File: src/rtl/channel_accumulator.sv
// Frame accumulator: sums NUM_CH samples per frame into a guard-extended result,
// with optional two's-complement arithmetic and saturation on overflow.
module channel_accumulator #(
   parameter int WIDTH    = 19,
   parameter int NUM_CH   = 4,
   parameter int GUARD    = 2,
   parameter int SIGNED   = 0,
   parameter int SATURATE = 0
) (
   input  logic                     clk,
   input  logic                     rst,
   input  logic                     flush,
   input  logic                     in_valid,
   output logic                     in_ready,
   input  logic [WIDTH-1:0]         in_data,
   output logic                     out_valid,
   input  logic                     out_ready,
   output logic [WIDTH+GUARD-1:0]   out_sum,
   output logic                     out_ovf
);

   localparam int   OUT_W     = WIDTH + GUARD;
   localparam int   CNT_W     = $clog2(NUM_CH);
   localparam logic IS_SIGNED = (SIGNED != 0);
   localparam logic IS_SAT    = (SATURATE != 0);

   typedef enum logic {ACCUM, HOLD} state_e;

   state_e             state_q, state_d;
   logic [OUT_W-1:0]   acc_q, acc_d;
   logic [CNT_W-1:0]   chCnt_q, chCnt_d;
   logic               ovf_q, ovf_d;

   logic               inSign;
   logic [OUT_W:0]     inExt;
   logic [OUT_W:0]     accExt;
   logic [OUT_W:0]     exact;
   logic               stepOvf;
   logic [OUT_W-1:0]   satBound;
   logic [OUT_W-1:0]   stepVal;
   logic               lastCh;

   // One extra bit of headroom makes every single-step overflow visible in the top two bits.
   assign inSign = IS_SIGNED ? in_data[WIDTH-1] : 1'b0;
   assign inExt  = {{(GUARD + 1){inSign}}, in_data};
   assign accExt = {(IS_SIGNED ? acc_q[OUT_W-1] : 1'b0), acc_q};
   assign exact  = accExt + inExt;
   assign lastCh = (chCnt_q == CNT_W'(NUM_CH - 1));

   always_comb begin
      stepOvf  = 1'b0;
      satBound = '1;
      if (IS_SIGNED) begin
         stepOvf  = exact[OUT_W] ^ exact[OUT_W-1];
         satBound = exact[OUT_W] ? {1'b1, {(OUT_W-1){1'b0}}} : {1'b0, {(OUT_W-1){1'b1}}};
      end else begin
         stepOvf  = exact[OUT_W];
         satBound = '1;
      end
      stepVal = (stepOvf && IS_SAT) ? satBound : exact[OUT_W-1:0];
   end

   always_comb begin
      state_d = state_q;
      acc_d   = acc_q;
      chCnt_d = chCnt_q;
      ovf_d   = ovf_q;
      case (state_q)
         ACCUM: begin
            if (flush) begin
               acc_d   = '0;
               chCnt_d = '0;
               ovf_d   = 1'b0;
            end else if (in_valid) begin
               acc_d = stepVal;
               ovf_d = ovf_q | stepOvf;
               if (lastCh) begin
                  state_d = HOLD;
               end else begin
                  chCnt_d = chCnt_q + CNT_W'(1);
               end
            end
         end
         HOLD: begin
            // The finished frame stays put until the consumer takes it; flush has no effect here.
            if (out_ready) begin
               state_d = ACCUM;
               acc_d   = '0;
               chCnt_d = '0;
               ovf_d   = 1'b0;
            end
         end
         default: state_d = ACCUM;
      endcase
   end

   always_ff @(posedge clk) begin
      if (rst) begin
         state_q <= ACCUM;
         acc_q   <= '0;
         chCnt_q <= '0;
         ovf_q   <= 1'b0;
      end else begin
         state_q <= state_d;
         acc_q   <= acc_d;
         chCnt_q <= chCnt_d;
         ovf_q   <= ovf_d;
      end
   end

   assign in_ready  = (state_q == ACCUM);
   assign out_valid = (state_q == HOLD);
   assign out_sum   = acc_q;
   assign out_ovf   = ovf_q;

endmodule

File: config.mk
export PLATFORM = sky130hd
export DESIGN_NAME = channel_accumulator
export DESIGN_NICKNAME = d
export VERILOG_FILES = /design/src/rtl/channel_accumulator.sv
export SDC_FILE = /design/constraint.sdc
export NUM_CORES = 1
export LEC_CHECK = 0
export ABC_AREA = 0
export CORE_AREA = 2 2 63 71
export DETAILED_ROUTE_END_ITERATION = 10
export DIE_AREA = 0 0 65 73
export PLACE_DENSITY = 0.85
export SYNTH_ARGS = -nofsm -noshare
export SYNTH_HDL_FRONTEND = slang
export SYNTH_SLANG_ARGS = --single-unit
export TNS_END_PERCENT = 100
File: constraint.sdc
create_clock -name clk -period 2.9 [get_ports clk]
set_clock_uncertainty 0.2 [all_clocks]
set_input_delay 0.58 -clock clk [delete_from_list [all_inputs] [get_ports clk]]
set_output_delay 0.58 -clock clk [all_outputs]
set_load 0.03 [all_outputs]
# Word level (Yosys, flattened, before mapping)
# Cells that the tools add are included.
word_totals:
  reg_bits: 25
  latch_bits: 0
  ram_bits: 0
  romBits: 0
  inputBits: 24
  output_inout_bits: 24
  elab_cells: 32
  n_memories: 0
op_classes:
  addsub: 2
  multipliers: 0
  n_div: 0
  magnitude_cmp: 0
  n_eq_ne: 4
  n_shift: 0
  n_mux: 18
  bitwise: 2
  reduce_logical: 2
op_table:
  columns: ["cell", "n"]
  rows:
  - ["$mux W21", 3]
  - ["$pmux W21 S2", 1]
  - ["$add A21 B19 Y22", 1]
  - ["$mux W2", 4]
  - ["$mux W1", 7]
  - ["$ne A3 B3 Y1 const B", 2]
  - ["$pmux W1 S2", 2]
  - ["$pmux W2 S2", 1]
  - ["$reduce_and A3 Y1", 1]
  - ["$add A2 B1 Y2 const B", 1]
  - ["$eq A2 B2 Y1 const B", 1]
  - ["$ne A2 B2 Y1 const B", 1]
  - ["$reduce_and A2 Y1", 1]
  - ["$not A1 Y1", 1]
  - ["$or A1 B1 Y1", 1]

# Depth between registers and ports, before layout
# Gate-level depths: netlist (run 1).
logic_depth:
  ltp_word: 5
  depth_mapped: 10
  mapped_depth_nobuf: 10

# Worst setup path before layout (run 1)
# Ideal clock, no wire load.
synth_path:
  path_type: "register to register"
  start: "reg acc_q[0] (netlist: out_sum[0])"
  end: "reg acc_q[20] (netlist: out_sum[20])"
  setup_time_ps: 69
  arrival_ps: 2336
  t_required_ps: 2631
  path_slack_ps: 295
  path_stages_with_launch: 11
  n_path_buf: 0
  synth_period_minus_slack_ps: 2605
  cell_sequence: "dfxtp_1 > ha_1 > inv_1 > fa_1 > nand2b_1 > a21oi_1 > o21ai_1 > a21oi_2 > o221ai_2 > a2111o_1 > o21ai_1"
synth_between:
  elab_chain_len: 4
synth_lines:
  columns: ["element", "line", "rtl"]
  rows:
  - ["from (decl)", "30", "logic [OUT_W-1:0] acc_q, acc_d;"]
  - ["from (signal assigned)", "100", "acc_q <= '0;"]
  - ["from (signal assigned)", "105", "acc_q <= acc_d;"]
  - ["$add A21 B19 Y22", "47", "assign exact = accExt + inExt;"]
  - ["$mux W21", "74", "end else if (in_valid) begin"]
  - ["$mux W21", "70", "if (flush) begin"]
  - ["$pmux W21 S2", "68", "case (state_q)"]
# Every way passes these cells. The select of a mux whose other input is x is not followed.
# A chain may end at the register's enable or synchronous reset.

# Worst setup path in the final report (run 1)
layout_path:
  start: "in in_data[0]"
  end: "reg acc_q[20] (netlist: out_sum[20])"
layout_between:
  elab_chain_len: 4
layout_lines:
  columns: ["element", "line", "rtl"]
  rows:
  - ["from (decl)", "15", "input logic [WIDTH-1:0] in_data,"]
  - ["$add A21 B19 Y22", "47", null]
  - ["$mux W21", "74", null]
  - ["$mux W21", "70", null]
  - ["$pmux W21 S2", "68", null]
# Every way passes these cells. The select of a mux whose other input is x is not followed.

==> metrics.yaml, run 1 <==
global_routing:
  grt_max_degree: 16
  grt_remaining_overflow: 0
  grt_use_total: 0.221
  grt_pass1_vias: 1929
  grt_antenna_before_repair: 0
  grt_pass1_wl_um: 8240
clocking:
  htreeDepth: 1
  clk_latency_ns: 0.29
  cts.path.max_buffers: 2
  cts_buffers: 3
  root_buffer: "clkbuf_8"
  cts.clk_slew.worst_paths_ns: 0.10
  clock_sinks: 25
  hold_buffers: 0
  tritoncts: "built"
floorplanning:
  fp.dieH_um: 73
  rows: 25
  die_x_um: 65
  ios: 48
  coreArea_um2: 4100
  die_area_um2: 4750
  start_util: 0.462
critical_path:
  crit_start: "in_data[0]"
  end_kind: "flip-flop"
  critPathRequiredTime_ns: 2.92
  worstSetupPathType: "in2reg"
  arrival_ns: 2.83
  crit_chain: "clkdlybuf4s50_1 > ha_1 > inv_1 > fa_2 > nand2b_4 > a21oi_4 > o21ai_2 > a21oi_2 > o221ai_2 > a2111o_1 > o21ai_1"
  path_max_fanout: 2
  crit_slowest_cell: "clkdlybuf4s50_1"
  timing.rr.start: "out_sum[0]$_SDFFE_PP0P_"
  slowest_delay_ns: 0.48
  startpoint_type: "primary input"
synth:
  ys_seq_elements: 25
  synth.distinct_cells: 52
  synthTopCellsByCount: "dfxtp_1 (25), nand2_1 (24), a21oi_1 (22), nor2_1 (22), ha_1 (20)"
  synth_area_um2: 1890
  synth_fp_nets: 271
  syn-instance-count: 226
  yosysMostFrequentCell: "dfxtp_1"
  avgSynthCellArea_um2: 8.38
  synth_top_area_cell: "dfxtp_1"
  synthDominantCellAreaShare: 0.264
  ys_seq_area_frac: 0.264
  synth_warnings: 0
  synth_edf_count: 0
  synth_flop_cell: "dfxtp_1"
  synth_area_leaders: "dfxtp_1 (26%), ha_1 (13%), a21oi_1 (5.8%)"
  synthArstFlopShare: 0
final_layout:
  drive_gt1_frac: 0.188
  syn_to_final_growth_pct: 43.3
  num_antenna_cells: 0
  nNetsFinal: 344
  fin_cells: 352
sta:
  hold_violations: 0
  period_minus_slack_ns: 2.80
  finalSetupTns_ns: 0
  worstMarginPinSlew_ns: 0.492
  fmax_mhz: 357
  slew_headroom: 0.669
  finalMaxSlewViolations: 0
  setup_viol: 0
  finalCritPeriodShare: 0.967
  setup_ws_ns: 0.0953
placed_design:
  routabilityCongestion: 0.890
  pre_cts_slack_ns: -0.355
  dp_hpwl_um: 3770
  portBuffers: 47
  dp_cells: 348
detailed_routing:
  via_count: 1950
  via_per_inst: 5.54
  wl_per_cell_um: 14.1
  route.detailed.drc: 0
  drtIter0Drc: 109
  ant_nets: 0
  wl_um: 4950
  firstDrtPassIters: 4
min_path:
  hp-start: "out_ovf$_SDFFE_PP0P_"
  hold_path.class: "reg2reg"
pwr:
  power_density_nw_per_um2: 340
  ir_drop_mv: 0.202
  power_w: 0.000924
  power.leakage_nw: 1.16
job:
  maxCapViolCount: 0
outcome:
  status: "completed"
==> per-layer routing <==
metal | wire (um) | vias to the layer above | GRT usage
li1 | - | 976 | -
met5 | 0 | - | 0
met4 | 80 | 0 | 0.0757
met3 | 226 | 9 | 0.0324
met2 | 2480 | 51 | 0.408
met1 | 2160 | 914 | 0.259
==> cell families (layout without fill, tap and decap cells) <==
| family | after synthesis | after routing | share of synthesized area |
|---|---|---|---|
| fa+ha+maj | 21 | 21 | 0.143 |
| xor+xnor | 13 | 13 | 0.0601 |
| simple gates | 70 | 70 | 0.170 |
| mux | 1 | 1 | 0.00528 |
| compound gates | 82 | 82 | 0.328 |
| flops | 25 | 25 | 0.264 |
| buf+inv | 14 | 86 | 0.0304 |
==> worst paths after layout <==
kind | to | slack [ns] | cells after the start
hold / removal | out_ovf$_SDFFE_PP0P_ | 0.29 | 2
setup / recovery | out_sum[20]$_SDFFE_PP0P_ | 0.1 | 11
setup reg to reg | out_sum[20]$_SDFFE_PP0P_ | 0.48 | 10
hold reg to reg | out_ovf$_SDFFE_PP0P_ | 0.29 | 2
==> cell usage in the layout (no fill, tap or decap), types with 3 or more instances in the layout <==
| master | count |
|---|---|
| a21o_1 | 6 |
| a21o_2 | 3 |
| a21oi_1 | 21 |
| a21oi_2 | 4 |
| a22o_1 | 9 |
| a22oi_1 | 6 |
| buf_4 | 28 |
| clkbuf_8 | 3 |
| clkdlybuf4s50_1 | 47 |
| dfxtp_1 | 25 |
| ha_1 | 19 |
| inv_1 | 7 |
| nand2_1 | 24 |
| nand2b_1 | 3 |
| nand4_1 | 4 |
| nor2_1 | 22 |
| o21a_1 | 3 |
| o21ai_0 | 5 |
| o21ai_2 | 3 |
| xnor2_1 | 10 |
| xor2_1 | 3 |
==> timing repair <==
action,4_1_cts,5_1_grt
buffers inserted,0,0
pin swaps,1,3
gates resized for setup,2,6
setup endpoints to repair,2,4
==> worst max-delay path, delay by kind of cell <==
family | cells | cell delay [ns]
AOI/OAI and AO/OA | 6 | 1.02
buffers and inverters | 2 | 0.54
adders and majority gates | 2 | 0.52
and+or+nand+nor | 1 | 0.17
==> power breakdown <==
group,total [W],internal [W],switching (W)
Sequential,0.000370,0.000358,0.0000125
Clock,0.000227,0.0000979,0.000129
Combinational,0.000327,0.000161,0.000166
==> sequential cells by signal (all words and copies together), names as in the netlist <==
name       cells
out_sum       21
out_ovf        1
chCnt_q        2
out_valid      1
==> cell type report <==
| cell class | count | area [um2] |
|---|---|---|
| tap | 54 | 67.6 |
| inverter | 7 | 26.3 |
| clock buffer | 3 | 41.3 |
| clock inverter | 1 | 7.51 |
| timing repair buffer | 75 | 681 |
| multi-input combinational | 187 | 1390 |
| fill | 345 | 1380 |
| sequential | 25 | 500 |
==> per-stage QoR <==
stage,cell area (um2),hold slack (ns),utilization
global route,2720,0.336,0.663
floorplan,1890,0.281,-
CTS,2670,0.302,0.652
detailed placement,2610,0.278,0.637
finish,2720,0.289,0.663
global placement,2610,0.270,0.637
Note: power is estimated with default switching activity, not from simulation.
==> run 2, diff against run 1 <==
--- a/config.mk
+++ b/config.mk
@@ -10,6 +10,7 @@
 export DETAILED_ROUTE_END_ITERATION = 10
 export DIE_AREA = 0 0 65 73
 export PLACE_DENSITY = 0.85
+export RECOVER_POWER = 25
 export SYNTH_ARGS = -nofsm -noshare
 export SYNTH_HDL_FRONTEND = slang
 export SYNTH_SLANG_ARGS = --single-unit
==> metrics.yaml, run 2 (synthesized netlist as in run 1, its figures left out) <==
final_layout:
  nNetsFinal: 344
  largest_reg_flops: 21
  mostFrequentLayoutCell: "clkdlybuf4s50_1"
  num-fill-cells: 345
  drive_gt1_frac: 0.185
  num_antenna_cells: 0
  final_util: 0.662
  syn_to_final_growth_pct: 43.1
  final_cell_mix: "clkdlybuf4s50_1 (41), buf_4 (27), dfxtp_1 (25)"
  fin_cells: 352
critical_path:
  critPathRequiredTime_ns: 2.92
  r2r_setup_slack_ns: 0.47
  crit_chain: "clkdlybuf4s50_1 > ha_1 > inv_1 > fa_2 > nand2b_4 > a21oi_4 > o21ai_2 > a21oi_2 > o221ai_2 > a2111o_1 > o21ai_1"
  end_kind: "flip-flop"
  reg2reg_depth: 10
  timing.rr.start: "out_sum[0]$_SDFFE_PP0P_"
  slowest_delay_ns: 0.48
  r2r-end: "out_sum[20]$_SDFFE_PP0P_"
  crit_slowest_cell: "clkdlybuf4s50_1"
  worstSetupPathType: "in2reg"
  arrival_ns: 2.83
  path_max_fanout: 2
  startpoint_type: "primary input"
global_routing:
  grt_max_degree: 16
  grt_pass1_wl_um: 8240
  grt_antenna_before_repair: 0
  grt_pass1_vias: 1929
  grt_remaining_overflow: 0
  grt_use_total: 0.221
pwr:
  power_w: 0.000922
  power.leakage_nw: 1.17
  ir_drop_mv: 0.202
  power_density_nw_per_um2: 340
clocking:
  tritoncts: "built"
  htreeDepth: 1
  clock_sinks: 25
  cts.path.max_buffers: 2
  cts.clk_slew.worst_paths_ns: 0.10
  root_buffer: "clkbuf_8"
  cts_buffers: 3
  clk_latency_ns: 0.29
  postCtsSetupBuffers: 0
detailed_routing:
  drtIter0Drc: 104
  via_per_inst: 5.54
  ant_nets: 0
  firstDrtPassIters: 4
  via_count: 1951
  wl_um: 4940
  route.detailed.drc: 0
  wl_per_cell_um: 14.0
placed_design:
  portBuffers: 47
  dp_hpwl_um: 3770
  routabilityCongestion: 0.890
  dp_cells: 348
min_path:
  hold_depth: 2
  hold_end: "out_ovf$_SDFFE_PP0P_"
  hp-start: "out_ovf$_SDFFE_PP0P_"
  hold_path.class: "reg2reg"
sta:
  finalMaxSlewViolations: 0
  fmax_mhz: 357
  period_minus_slack_ns: 2.80
  worstMarginPinSlew_ns: 0.493
  finalCritPeriodShare: 0.967
  setup_viol: 0
  hold_violations: 0
  slew_headroom: 0.668
outcome:
  status: "completed"
floorplanning:
  fp.dieH_um: 73
  rows: 25
  coreArea_um2: 4100
  ios: 48
  die_x_um: 65
  start_util: 0.462
  die_area_um2: 4750
job:
  maxCapViolCount: 0
run 2: critical path: cells and delay by family:
| kind | cells | cell delay (ns) |
|---|---|---|
| AOI/OAI and AO/OA | 6 | 1.02 |
| adders and majority gates | 2 | 0.52 |
| buffers and inverters | 2 | 0.54 |
| and+or+nand+nor | 1 | 0.17 |
run 2: per-layer routing:
layer / vias to the layer above / wire length (um) / global-route usage / share of wire
li1: 976 / - / - / -
met1: 912 / 2140 / 0.259 / 0.43
met2: 54 / 2460 / 0.408 / 0.50
met3: 9 / 256 / 0.0324 / 0.052
met4: 0 / 80 / 0.0757 / 0.016
met5: - / 0 / 0 / 0
run 2: power by group:
part	total (W)	switching, W	internal, W
combinational	0.000325	0.000165	0.000159
sequential	0.000370	0.0000124	0.000358
clock	0.000227	0.000129	0.0000979
run 2: worst max path at each step:
stage,from,end,slack (ns)
final,in_data[0],out_sum[20]$_SDFFE_PP0P_,0.1
after global routing,in_data[1],out_sum[13]$_SDFFE_PP0P_,-0.0003
after detailed placement,in_data[0],out_sum[20]$_SDFFE_PP0P_,-0.36
after floorplan,out_sum[0]$_SDFFE_PP0P_,out_sum[20]$_SDFFE_PP0P_,0.30
after global placement,in_data[0],out_sum[20]$_SDFFE_PP0P_,-0.20
after CTS,in_data[0],out_sum[20]$_SDFFE_PP0P_,0.02
run 2: final cells by class:
type / count / area [um2] / area share
multi-input cells: 187 / 1390 / 0.513
flip-flops and latches: 25 / 500 / 0.185
clock inverters: 1 / 7.51 / 0.00277
well taps: 54 / 67.6 / 0.0249
inverters: 7 / 26.3 / 0.00969
clock buffers: 3 / 41.3 / 0.0152
repair buffers: 75 / 677 / 0.250
run 2: metrics by stage:
| stage | cell area (um2) | setup TNS, ns | setup WS, ns | hold WS, ns |
|---|---|---|---|---|
| 5_1_grt | 2710 | -0.000288 | -0.000288 | 0.330 |
| 3_5_place_dp | 2610 | -2.15 | -0.355 | 0.278 |
| 3_3_place_gp | 2610 | -1.22 | -0.205 | 0.270 |
| 2_1_floorplan | 1890 | 0 | 0.295 | 0.281 |
| 4_1_cts | 2670 | 0 | 0.0177 | 0.302 |
| 6_report | 2710 | 0 | 0.0955 | 0.284 |
run 2: what timing repair did:
item,CTS,global route
pin swaps,1,3
hold buffers,0,0
cloned,0,0
resized for setup,2,6
setup endpoints to repair,2,4
==> run 3, diff against run 2 <==
--- a/config.mk
+++ b/config.mk
@@ -9,6 +9,7 @@
 export CORE_AREA = 2 2 63 71
 export DETAILED_ROUTE_END_ITERATION = 10
 export DIE_AREA = 0 0 65 73
+export GPL_TIMING_DRIVEN = 0
 export PLACE_DENSITY = 0.85
 export RECOVER_POWER = 25
 export SYNTH_ARGS = -nofsm -noshare
==> metrics.yaml, run 3 (synthesized netlist as in run 1, its figures left out) <==
outcome:
  status: "completed"
floorplanning:
  fp.dieH_um: 73
  start_util: 0.462
  rows: 25
  die_area_um2: 4750
  coreArea_um2: 4100
  die_x_um: 65
  ios: 48
detailed_routing:
  ant_nets: 0
  firstDrtPassIters: 4
  via_per_inst: 5.69
  drtIter0Drc: 96
  wl_um: 4570
  via_count: 1900
  wl_per_cell_um: 13.7
  route.detailed.drc: 0
critical_path:
  path_delay_family: "compound AO/OA/AOI/OAI gates"
  arrival_ns: 2.78
  end_kind: "flip-flop"
  crit_chain: "clkdlybuf4s50_1 > ha_1 > a21oi_4 > nand2_1 > o21ai_2 > a21oi_2 > buf_4 > or3_2 > a32o_1"
  crit_slowest_cell: "clkdlybuf4s50_1"
  path_buf_inv: 2
  critPathRequiredTime_ns: 2.87
  path_max_fanout: 5
  worstSetupPathType: "in2reg"
  startpoint_type: "primary input"
  slowest_delay_ns: 0.41
final_layout:
  syn_to_final_growth_pct: 34.7
  nNetsFinal: 326
  final_cell_mix: "clkdlybuf4s50_1 (35), dfxtp_1 (25), nand2_1 (24)"
  num-fill-cells: 369
  num_antenna_cells: 0
  mostFrequentLayoutCell: "clkdlybuf4s50_1"
  fin_cells: 334
  drive_gt1_frac: 0.129
  largest_reg_flops: 21
sta:
  worstMarginPinSlew_ns: 0.695
  finalCritPeriodShare: 0.969
  slew_headroom: 0.533
  finalSetupTns_ns: 0
  setup_viol: 0
  hold_violations: 0
  finalMaxSlewViolations: 0
  period_minus_slack_ns: 2.81
  rsz0062_at_grt: "no"
  fmax_mhz: 356
clocking:
  clock_sinks: 25
  cts.path.max_buffers: 2
  tritoncts: "built"
  root_buffer: "clkbuf_8"
  cts.clk_slew.worst_paths_ns: 0.09
  htreeDepth: 1
  cts_buffers: 3
  hold_buffers: 0
  clk_latency_ns: 0.27
global_routing:
  grt_pass1_vias: 1872
  grt_use_total: 0.204
  grt_remaining_overflow: 0
  grt_pass1_wl_um: 7860
  grt_max_degree: 14
  grt_antenna_before_repair: 0
pwr:
  ir_drop_mv: 0.201
  power_w: 0.000874
  power_density_nw_per_um2: 342
  power.leakage_nw: 1.10
placed_design:
  portBuffers: 47
  dp_hpwl_um: 3420
  routabilityCongestion: 0.906
  dp_cells: 327
min_path:
  hold_path.class: "reg2reg"
job:
  maxCapViolCount: 0
-- run 3: cell count changes in the layout (fill, tap and decap cells not counted), sizes merged --
cell and delta:
dlygate4sd3 +5, buf -20, clkdlybuf4s50 -6, dlymetal6s2s +1, clkbuf +3, clkinvlp -1
-- run 3: path summary, 6_finish.rpt --
| kind | slack (ns) | cells past startpoint | end | start |
|---|---|---|---|---|
| setup / recovery | 0.09 | 9 | out_sum[12]$_SDFFE_PP0P_ | in_data[7] |
| hold / removal | 0.28 | 2 | out_ovf$_SDFFE_PP0P_ | out_ovf$_SDFFE_PP0P_ |
| setup reg to reg | 0.40 | 10 | out_sum[20]$_SDFFE_PP0P_ | out_sum[0]$_SDFFE_PP0P_ |
| hold reg to reg | 0.28 | 2 | out_ovf$_SDFFE_PP0P_ | out_ovf$_SDFFE_PP0P_ |
-- run 3: timing repair --
item / CTS / global route
gates resized for setup: 5 / 6
pin swaps: 1 / 10
setup endpoints to repair: 2 / 5
setup buffers: 1 / 2
-- run 3: worst reg2reg max path, stage by stage (launching register included) --
cell and delay, ns:
dfxtp_1 0.38, ha_2 0.19, inv_1 0.06, fa_2 0.36
nand2b_4 0.17, a21oi_4 0.17, o21ai_2 0.09, a21oi_2 0.23
o221ai_2 0.16, a2111o_1 0.37, o21ai_1 0.06
-- run 3: area by class of cell --
cell class / count / area, um2 / area share
multi-input combinational: 187 / 1390 / 0.543
tap: 54 / 67.6 / 0.0265
sequential: 25 / 500 / 0.196
inverter: 7 / 26.3 / 0.0103
timing repair buffer: 50 / 495 / 0.194
clock buffer: 4 / 45.0 / 0.0176
buffer: 7 / 31.3 / 0.0123
-- run 3: metrics by stage --
stage | hold WS [ns] | utilization | instance area, um2 | setup slack, ns
floorplan | 0.281 | - | 1890 | 0.295
global placement | 0.266 | 0.594 | 2430 | -0.394
detailed placement | 0.271 | 0.594 | 2430 | -0.450
CTS | 0.290 | 0.613 | 2510 | 0.0583
global route | 0.303 | 0.623 | 2550 | 0.0112
finish | 0.279 | 0.623 | 2550 | 0.0888
-- run 3: per-layer routing --
layer | global-route usage | vias to the layer above | routed length [um] | part of all wire
li1 | - | 941 | - | -
met1 | 0.250 | 893 | 2030 | 0.44
met2 | 0.369 | 60 | 2280 | 0.50
met3 | 0.0278 | 6 | 208 | 0.046
met4 | 0.0638 | 0 | 51 | 0.011
met5 | 0 | - | 0 | 0
-- run 3: power breakdown --
group | internal (W) | switching, W | total, W
sequential | 0.000357 | 0.0000114 | 0.000369
clock | 0.0000984 | 0.000117 | 0.000215
combinational | 0.000133 | 0.000157 | 0.000290
total | 0.000588 | 0.000285 | 0.000874
